<file path="src/rtl/mem_arb_pkg.sv">
// Shared types and default sizes for the memory-port arbiter.
// Latency: none (declarations only).
// Backpressure: none (declarations only).
package mem_arb_pkg;

  typedef enum logic [1:0] {
    IDLE   = 2'd0,
    BUSY_I = 2'd1,
    BUSY_D = 2'd2,
    RESP   = 2'd3
  } state_t;

  localparam int ADDR_W_DEF = 28;
  localparam int DATA_W_DEF = 128;
  localparam int STARVE_W   = 4;

endpackage

</file>
<file path="src/rtl/mem_arb_pick.sv">
// Grant decision: D wins over I unless I has been passed over STARVE_LIMIT times.
// Latency: purely combinational.
// Backpressure: none; the caller only samples the grants while idle.
module mem_arb_pick
  import mem_arb_pkg::*;
#(
  parameter int STARVE_LIMIT = 4
) (
  input  logic                i_req,
  input  logic                d_req,
  input  logic [STARVE_W-1:0] starve,
  output logic                grant_i,
  output logic                grant_d
);

  localparam logic [STARVE_W-1:0] LIMIT = STARVE_W'(STARVE_LIMIT);

  logic i_forced;

  // I is forced through only when it is waiting and the counter has saturated.
  always_comb begin
    i_forced = i_req && (starve == LIMIT);
    grant_d  = d_req && !i_forced;
    grant_i  = i_req && !grant_d;
  end

endmodule

</file>
<file path="src/rtl/mem_arbiter.sv">
// Shares one line-wide memory port between I-cache and D-cache, one transaction at a time.
// Latency: strobe registered on the grant edge; x_ready one cycle after mem_ready; one RESP + one IDLE cycle between grants.
// Backpressure: losing requester simply holds its level request; optional MEM_ARB_PERF_EN adds wait-cycle counters.
module mem_arbiter
  import mem_arb_pkg::*;
#(
  parameter int ADDR_W       = ADDR_W_DEF,
  parameter int DATA_W       = DATA_W_DEF,
  parameter int STARVE_LIMIT = 4
) (
  input  logic              clk,
  input  logic              rst,
  input  logic              i_read,
  input  logic [ADDR_W-1:0] i_addr,
  output logic [DATA_W-1:0] i_rdata,
  output logic              i_ready,
  input  logic              d_read,
  input  logic              d_write,
  input  logic [ADDR_W-1:0] d_addr,
  input  logic [DATA_W-1:0] d_wdata,
  output logic [DATA_W-1:0] d_rdata,
  output logic              d_ready,
  output logic              mem_read,
  output logic              mem_write,
  output logic [ADDR_W-1:0] mem_addr,
  output logic [DATA_W-1:0] mem_wdata,
  input  logic [DATA_W-1:0] mem_rdata,
  input  logic              mem_ready
`ifdef MEM_ARB_PERF_EN
  ,
  output logic [31:0]       perf_i_wait,
  output logic [31:0]       perf_d_wait
`endif
);

  localparam logic [STARVE_W-1:0] LIMIT = STARVE_W'(STARVE_LIMIT);

  state_t              state;
  state_t              state_nxt;
  logic [STARVE_W-1:0] starve;
  logic                d_req;
  logic                grant_i;
  logic                grant_d;

  assign d_req = d_read | d_write;

  mem_arb_pick #(
    .STARVE_LIMIT(STARVE_LIMIT)
  ) u_pick (
    .i_req   (i_read),
    .d_req   (d_req),
    .starve  (starve),
    .grant_i (grant_i),
    .grant_d (grant_d)
  );

  // State register.
  always_ff @(posedge clk or posedge rst) begin
    if (rst) state <= IDLE;
    else     state <= state_nxt;
  end

  // Next state: grant from IDLE, wait for memory, one response cycle, back to IDLE.
  always_comb begin
    state_nxt = state;
    case (state)
      IDLE: begin
        if (grant_d)      state_nxt = BUSY_D;
        else if (grant_i) state_nxt = BUSY_I;
      end
      BUSY_I, BUSY_D: begin
        if (mem_ready) state_nxt = RESP;
      end
      RESP:    state_nxt = IDLE;
      default: state_nxt = IDLE;
    endcase
  end

  // Memory-side strobes/address/data and the cache-side return path, all registered.
  always_ff @(posedge clk or posedge rst) begin
    if (rst) begin
      mem_read  <= 1'b0;
      mem_write <= 1'b0;
      mem_addr  <= '0;
      mem_wdata <= '0;
      i_rdata   <= '0;
      d_rdata   <= '0;
      i_ready   <= 1'b0;
      d_ready   <= 1'b0;
    end else begin
      // Ready is a single-cycle pulse; only the completion edge raises it.
      i_ready <= 1'b0;
      d_ready <= 1'b0;
      case (state)
        IDLE: begin
          if (grant_d) begin
            mem_addr  <= d_addr;
            mem_wdata <= d_wdata;
            mem_read  <= d_read;
            mem_write <= d_write;
          end else if (grant_i) begin
            mem_addr  <= i_addr;
            mem_read  <= 1'b1;
            mem_write <= 1'b0;
          end
        end
        BUSY_I: begin
          if (mem_ready) begin
            mem_read <= 1'b0;
            i_rdata  <= mem_rdata;
            i_ready  <= 1'b1;
          end
        end
        BUSY_D: begin
          if (mem_ready) begin
            mem_read  <= 1'b0;
            mem_write <= 1'b0;
            // A write-back returns no data, so the D line keeps its last read value.
            if (mem_read) d_rdata <= mem_rdata;
            d_ready   <= 1'b1;
          end
        end
        default: ;
      endcase
    end
  end

  // Count D grants that jumped ahead of a waiting I; any I grant clears the count.
  always_ff @(posedge clk or posedge rst) begin
    if (rst) begin
      starve <= '0;
    end else if (state == IDLE) begin
      if (grant_d && i_read) begin
        if (starve != LIMIT) starve <= starve + 1'b1;
      end else if (grant_i) begin
        starve <= '0;
      end
    end
  end

`ifdef MEM_ARB_PERF_EN
  logic i_waiting;
  logic d_waiting;

  // A side is being served while its BUSY state is active or its ready pulse is up (RESP).
  assign i_waiting = i_read && (state != BUSY_I) && !i_ready;
  assign d_waiting = d_req  && (state != BUSY_D) && !d_ready;

  // Free-running wait-cycle counters, wrapping at 2^32.
  always_ff @(posedge clk or posedge rst) begin
    if (rst) begin
      perf_i_wait <= '0;
      perf_d_wait <= '0;
    end else begin
      if (i_waiting) perf_i_wait <= perf_i_wait + 32'd1;
      if (d_waiting) perf_d_wait <= perf_d_wait + 32'd1;
    end
  end
`endif

endmodule

</file>
<file path="config.mk">
export PLATFORM = sky130hd
export DESIGN_NAME = mem_arbiter
export DESIGN_NICKNAME = d
export VERILOG_FILES = /design/src/rtl/mem_arb_pkg.sv /design/src/rtl/mem_arb_pick.sv /design/src/rtl/mem_arbiter.sv
export SDC_FILE = /design/constraint.sdc
export NUM_CORES = 1
export LEC_CHECK = 0
export ABC_AREA = 1
export BUFFER_PORTS_ARGS = -buffer_cell sky130_fd_sc_hd__buf_2
export CAP_MARGIN = 25
export CELL_PAD_IN_SITES_DETAIL_PLACEMENT = 0
export CELL_PAD_IN_SITES_GLOBAL_PLACEMENT = 1
export CORE_AREA = 4 4 282 284
export DETAILED_ROUTE_END_ITERATION = 12
export DIE_AREA = 0 0 286 288
export PLACE_DENSITY = 0.51
export SLEW_MARGIN = 5
export SYNTH_ARGS = -nofsm -noshare
export SYNTH_HDL_FRONTEND = slang
export SYNTH_HIERARCHICAL = 1
export SYNTH_SLANG_ARGS = --single-unit
export TNS_END_PERCENT = 100
</file>
<file path="constraint.sdc">
create_clock -name clk -period 15.9 [get_ports clk]
set_clock_uncertainty 0.1 [all_clocks]
set_input_delay 4.77 -clock clk [delete_from_list [all_inputs] [get_ports clk]]
set_output_delay 4.77 -clock clk [all_outputs]
set_load 0.1 [all_outputs]
</file>
==> metrics.md <==
| Metric | Value |
|---|---|
| Worst r2r src | `starve[1]` |
| Initial core utilization | `about a fifth` |
| Max stage delay on crit path | `0.86 ns` |
| Fin Setup TNS | `0 ns` |
| Worst min path class | `reg -> reg` |
| Area grow syn2layout | `40.2%` |
| Layout cells sized above 1 | `between 30% and 40%` |
| Root Driver | `clkbuf_16` |
| Top delay family on crit path | `buffers and inverters` |
| Final Max Slew Viols | `0` |
| Via count | `about 13000` |
| Initial antenna violation count | `20` |
| Placed Cells | `3172` |
| Area used by multi-input combinational logic | `4720 sq um` |
| Global routing met3 resource utilization | `5.80%` |
| Crit Path Category | `in -> reg` |
| Final period util | `a little under half` |
| Core area | `77100 sq um` |
| Worst R2R Setup Slack | `12.38 ns` |
| Vias in the first global route | `13500` |
| Gr usage total | `between 10% and 20%` |
| Hpwl dp | `approximately 44000 um` |
| CP endpoint kind | `register` |
| Status | `completed` |
| # clock sinks | `422` |
| Top cell by count, worst path | `buf_4` |
| Final setup viols | `0` |
| Chip Height | `288 um` |
| Max-Cap Viols | `0` |
| Drt wl/cell | `17.7 um` |
| FF+latch count, synth | `422` |
| Final hold violation count | `0` |
| CP bufs+invs | `5` |
| Final std cells w/o fill | `3272` |
| Hold buffer count at CTS | `0` |
| Ports | `734` |
| Warnings from Yosys | `6` |
| Die ar. | `82400 sq um` |
| Crit path from | `d_write` |
| Number of fill cells in the layout | `8267` |
| Vias per cell | `3.94` |
| CTS buffer count | `50` |
| Drt drc | `0` |
| Htree depth | `2` |
| Pre-antenna DRT Iters | `4` |
| Max_slew headroom | `30.3%` |
| Cell area after synthesis | `16200 sq um` |
| Port bufs | `733` |
| Sequential cell area fraction in the yosys report | `65.3%` |
| Cell count along the critical path | `9` |
| Die width | `286 um` |
| GRT Max-Usage Layer | `met2` |
| Met2 usage | `23.7%` |
| Global-route wire length before repair | `85300 um` |
| Syn_nets | `1792` |
| Post-CTS setup buffers | `0` |
| Startpoint Class | `primary input` |
| Critical Path End | `mem_wdata[124]` |
| Clk_lat worst skew | `about 0.57 ns` |
| CP max FO | `66` |
| Netlist cell types | `24` |
| Mapped Cells | `1466` |
| Tightest Pin Transition | `1.05 ns` |
| R2R depth | `9` |
| Fin nets | `about 2500` |
| Post-route ant nets | `0` |
| Avg Cell Area, Syn | `approximately 11 sq um` |
| Slowest library cell on the worst path | `buf_4` |
| GR Overflow Total | `0` |
| Routed WL | `58000 um` |
| Worst R2R End | `mem_wdata[124]` |
| DR iter-0 viols | `521` |
| Crit path DAT | `7.81 ns` |
| Gpl congestion | `0.786` |
| Largest net degree at the start of global routing | `153` |
| CTS tree | `done` |
| RSZ-0062 raised after global routing | `no` |
| Post_cts resized | `0` |
| CTS clk-pin slew, worst paths | `0.05 ns` |
| CTS Buffer Depth | `3` |
| Final critical-path required period | `7.44 ns` |
| Required @ worst endpoint | `16.26 ns` |
| Met1 Use GR | `14.7%` |
| Fmax | `134 MHz` |
| Util after Layout | `around 29%` |
| Cell row count | `~100` |
| Crit-path cells | `buf_2, or2_2, inv_1, nor2_2, buf_4, nand2_4, buf_4, buf_4, mux2_2` |
| Register area | `10600 sq um` |
[worst min path at each step]
| stage | to | start | cells after the start |
|---|---|---|---|
| after global routing | d_rdata[39] | d_rdata[39] | 2 |
| after floorplan | state[1] | state[1] | 2 |
| final | mem_write | mem_write | 2 |
| after CTS | d_rdata[17] | d_rdata[17] | 2 |
| after global placement | d_rdata[30] | d_rdata[30] | 2 |
| after detailed placement | d_rdata[41] | d_rdata[41] | 2 |
[stage by stage]
| stage | instance area [sq um] | setup WS (ns) | hold slack, ns |
|---|---|---|---|
| 2_1_floorplan | 16200 | 5.34 | 0.425 |
| 3_3_place_gp | 20900 | 7.89 | 0.363 |
| 3_5_place_dp | 20900 | 7.87 | 0.367 |
| 4_1_cts | 22600 | 8.53 | 0.382 |
| 5_1_grt | 22600 | 8.31 | 0.397 |
| 6_report | 22700 | 8.46 | 0.375 |
[placed cells by master (no fill, tap or decap)]
cell / synthesis / routed
buf_2: 32 / 733
dfrtp_1: 422 / 422
nand2_1: 334 / 332
o21ai_0: 266 / 266
inv_1: 145 / 144
mux2_1: 100 / 100
clkbuf_16: 0 / 51
nand3_1: 33 / 32
o21a_1: 28 / 28
mux2_4: 20 / 20
clkbuf_1: 39 / 13
buf_4: 3 / 13
diode_2: 0 / 10
clkbuf_8: 0 / 10
mux2_2: 8 / 8
ha_1: 8 / 8
nor2_1: 7 / 6
clkinv_2: 0 / 5
bufinv_16: 0 / 4
a21oi_1: 4 / 3
clkinvlp_4: 0 / 3
nand2_4: 0 / 2
or2_2: 2 / 2
nand3b_1: 2 / 2
clkinv_4: 0 / 2
buf_12: 0 / 2
nor2_2: 1 / 2
inv_2: 1 / 1
nand3_4: 0 / 1
nand4_1: 1 / 1
a21oi_4: 0 / 1
xor2_1: 1 / 1
inv_16: 0 / 1
inv_6: 0 / 1
buf_16: 0 / 1
a21oi_2: 1 / 1
[worst min-delay path: cells and delay by family, from the launching register on]
kind,cells,cell delay [ns]
DFF,1,0.34
and+or+nand+nor,1,0.05
AOI/OAI and AO/OA,1,0.05
[synth_stat cells (all sizes together)]
cell / count / share of area [%]
nand2: 334 / 7.8
clkbuf: 39 / 0.91
mux2: 128 / 9.4
nand3b: 2 / 0.093
a21oi: 5 / 0.18
buf: 43 / 1.4
ha: 8 / 0.62
nor2: 8 / 0.20
o21a: 28 / 1.3
inv: 146 / 3.4
or2: 2 / 0.077
nand3: 33 / 1.0
o21ai: 266 / 8.2
nand4: 1 / 0.039
dfrtp: 422 / 65
xor2: 1 / 0.054
[cell families (layout without fill, tap and decap cells)]
logic type	Yosys count	count (layout)	share of synthesized area, %
xor+xnor	1	1	0.0542
compound gates	299	299	9.72
other cells	0	10	0
mux	128	128	9.38
buf+inv	228	984	5.71
simple gates	380	380	9.19
flops	422	422	65.3
fa+ha+maj	8	8	0.619
[routing by layer]
metal / wire length, um / up-vias
met2: 29500 / 487
met4: 1360 / 10
li1: - / 6168
met5: 58 / -
met3: 5880 / 89
met1: 21300 / 6135
[sequential cells by signal, indices dropped and copies added, names as in the netlist, 2 cells and up]
signal / count
state: 2
mem_addr: 28
mem_wdata: 128
starve: 4
i_rdata: 128
d_rdata: 128
[layout make-up]
class	count	share of cell area, %
Antenna cell	10	0.110
Clock buffer	74	6.45
Clock inverter	15	0.911
Inverter	146	2.43
Multi-Input combinational cell	816	20.8
Sequential cell	422	46.6
Tap cell	1040	5.74
Timing Repair Buffer	749	16.9
Power is left out: the tool's default activity adds up to more than one toggle a clock period on the data nets, which glitch-free logic cannot reach.
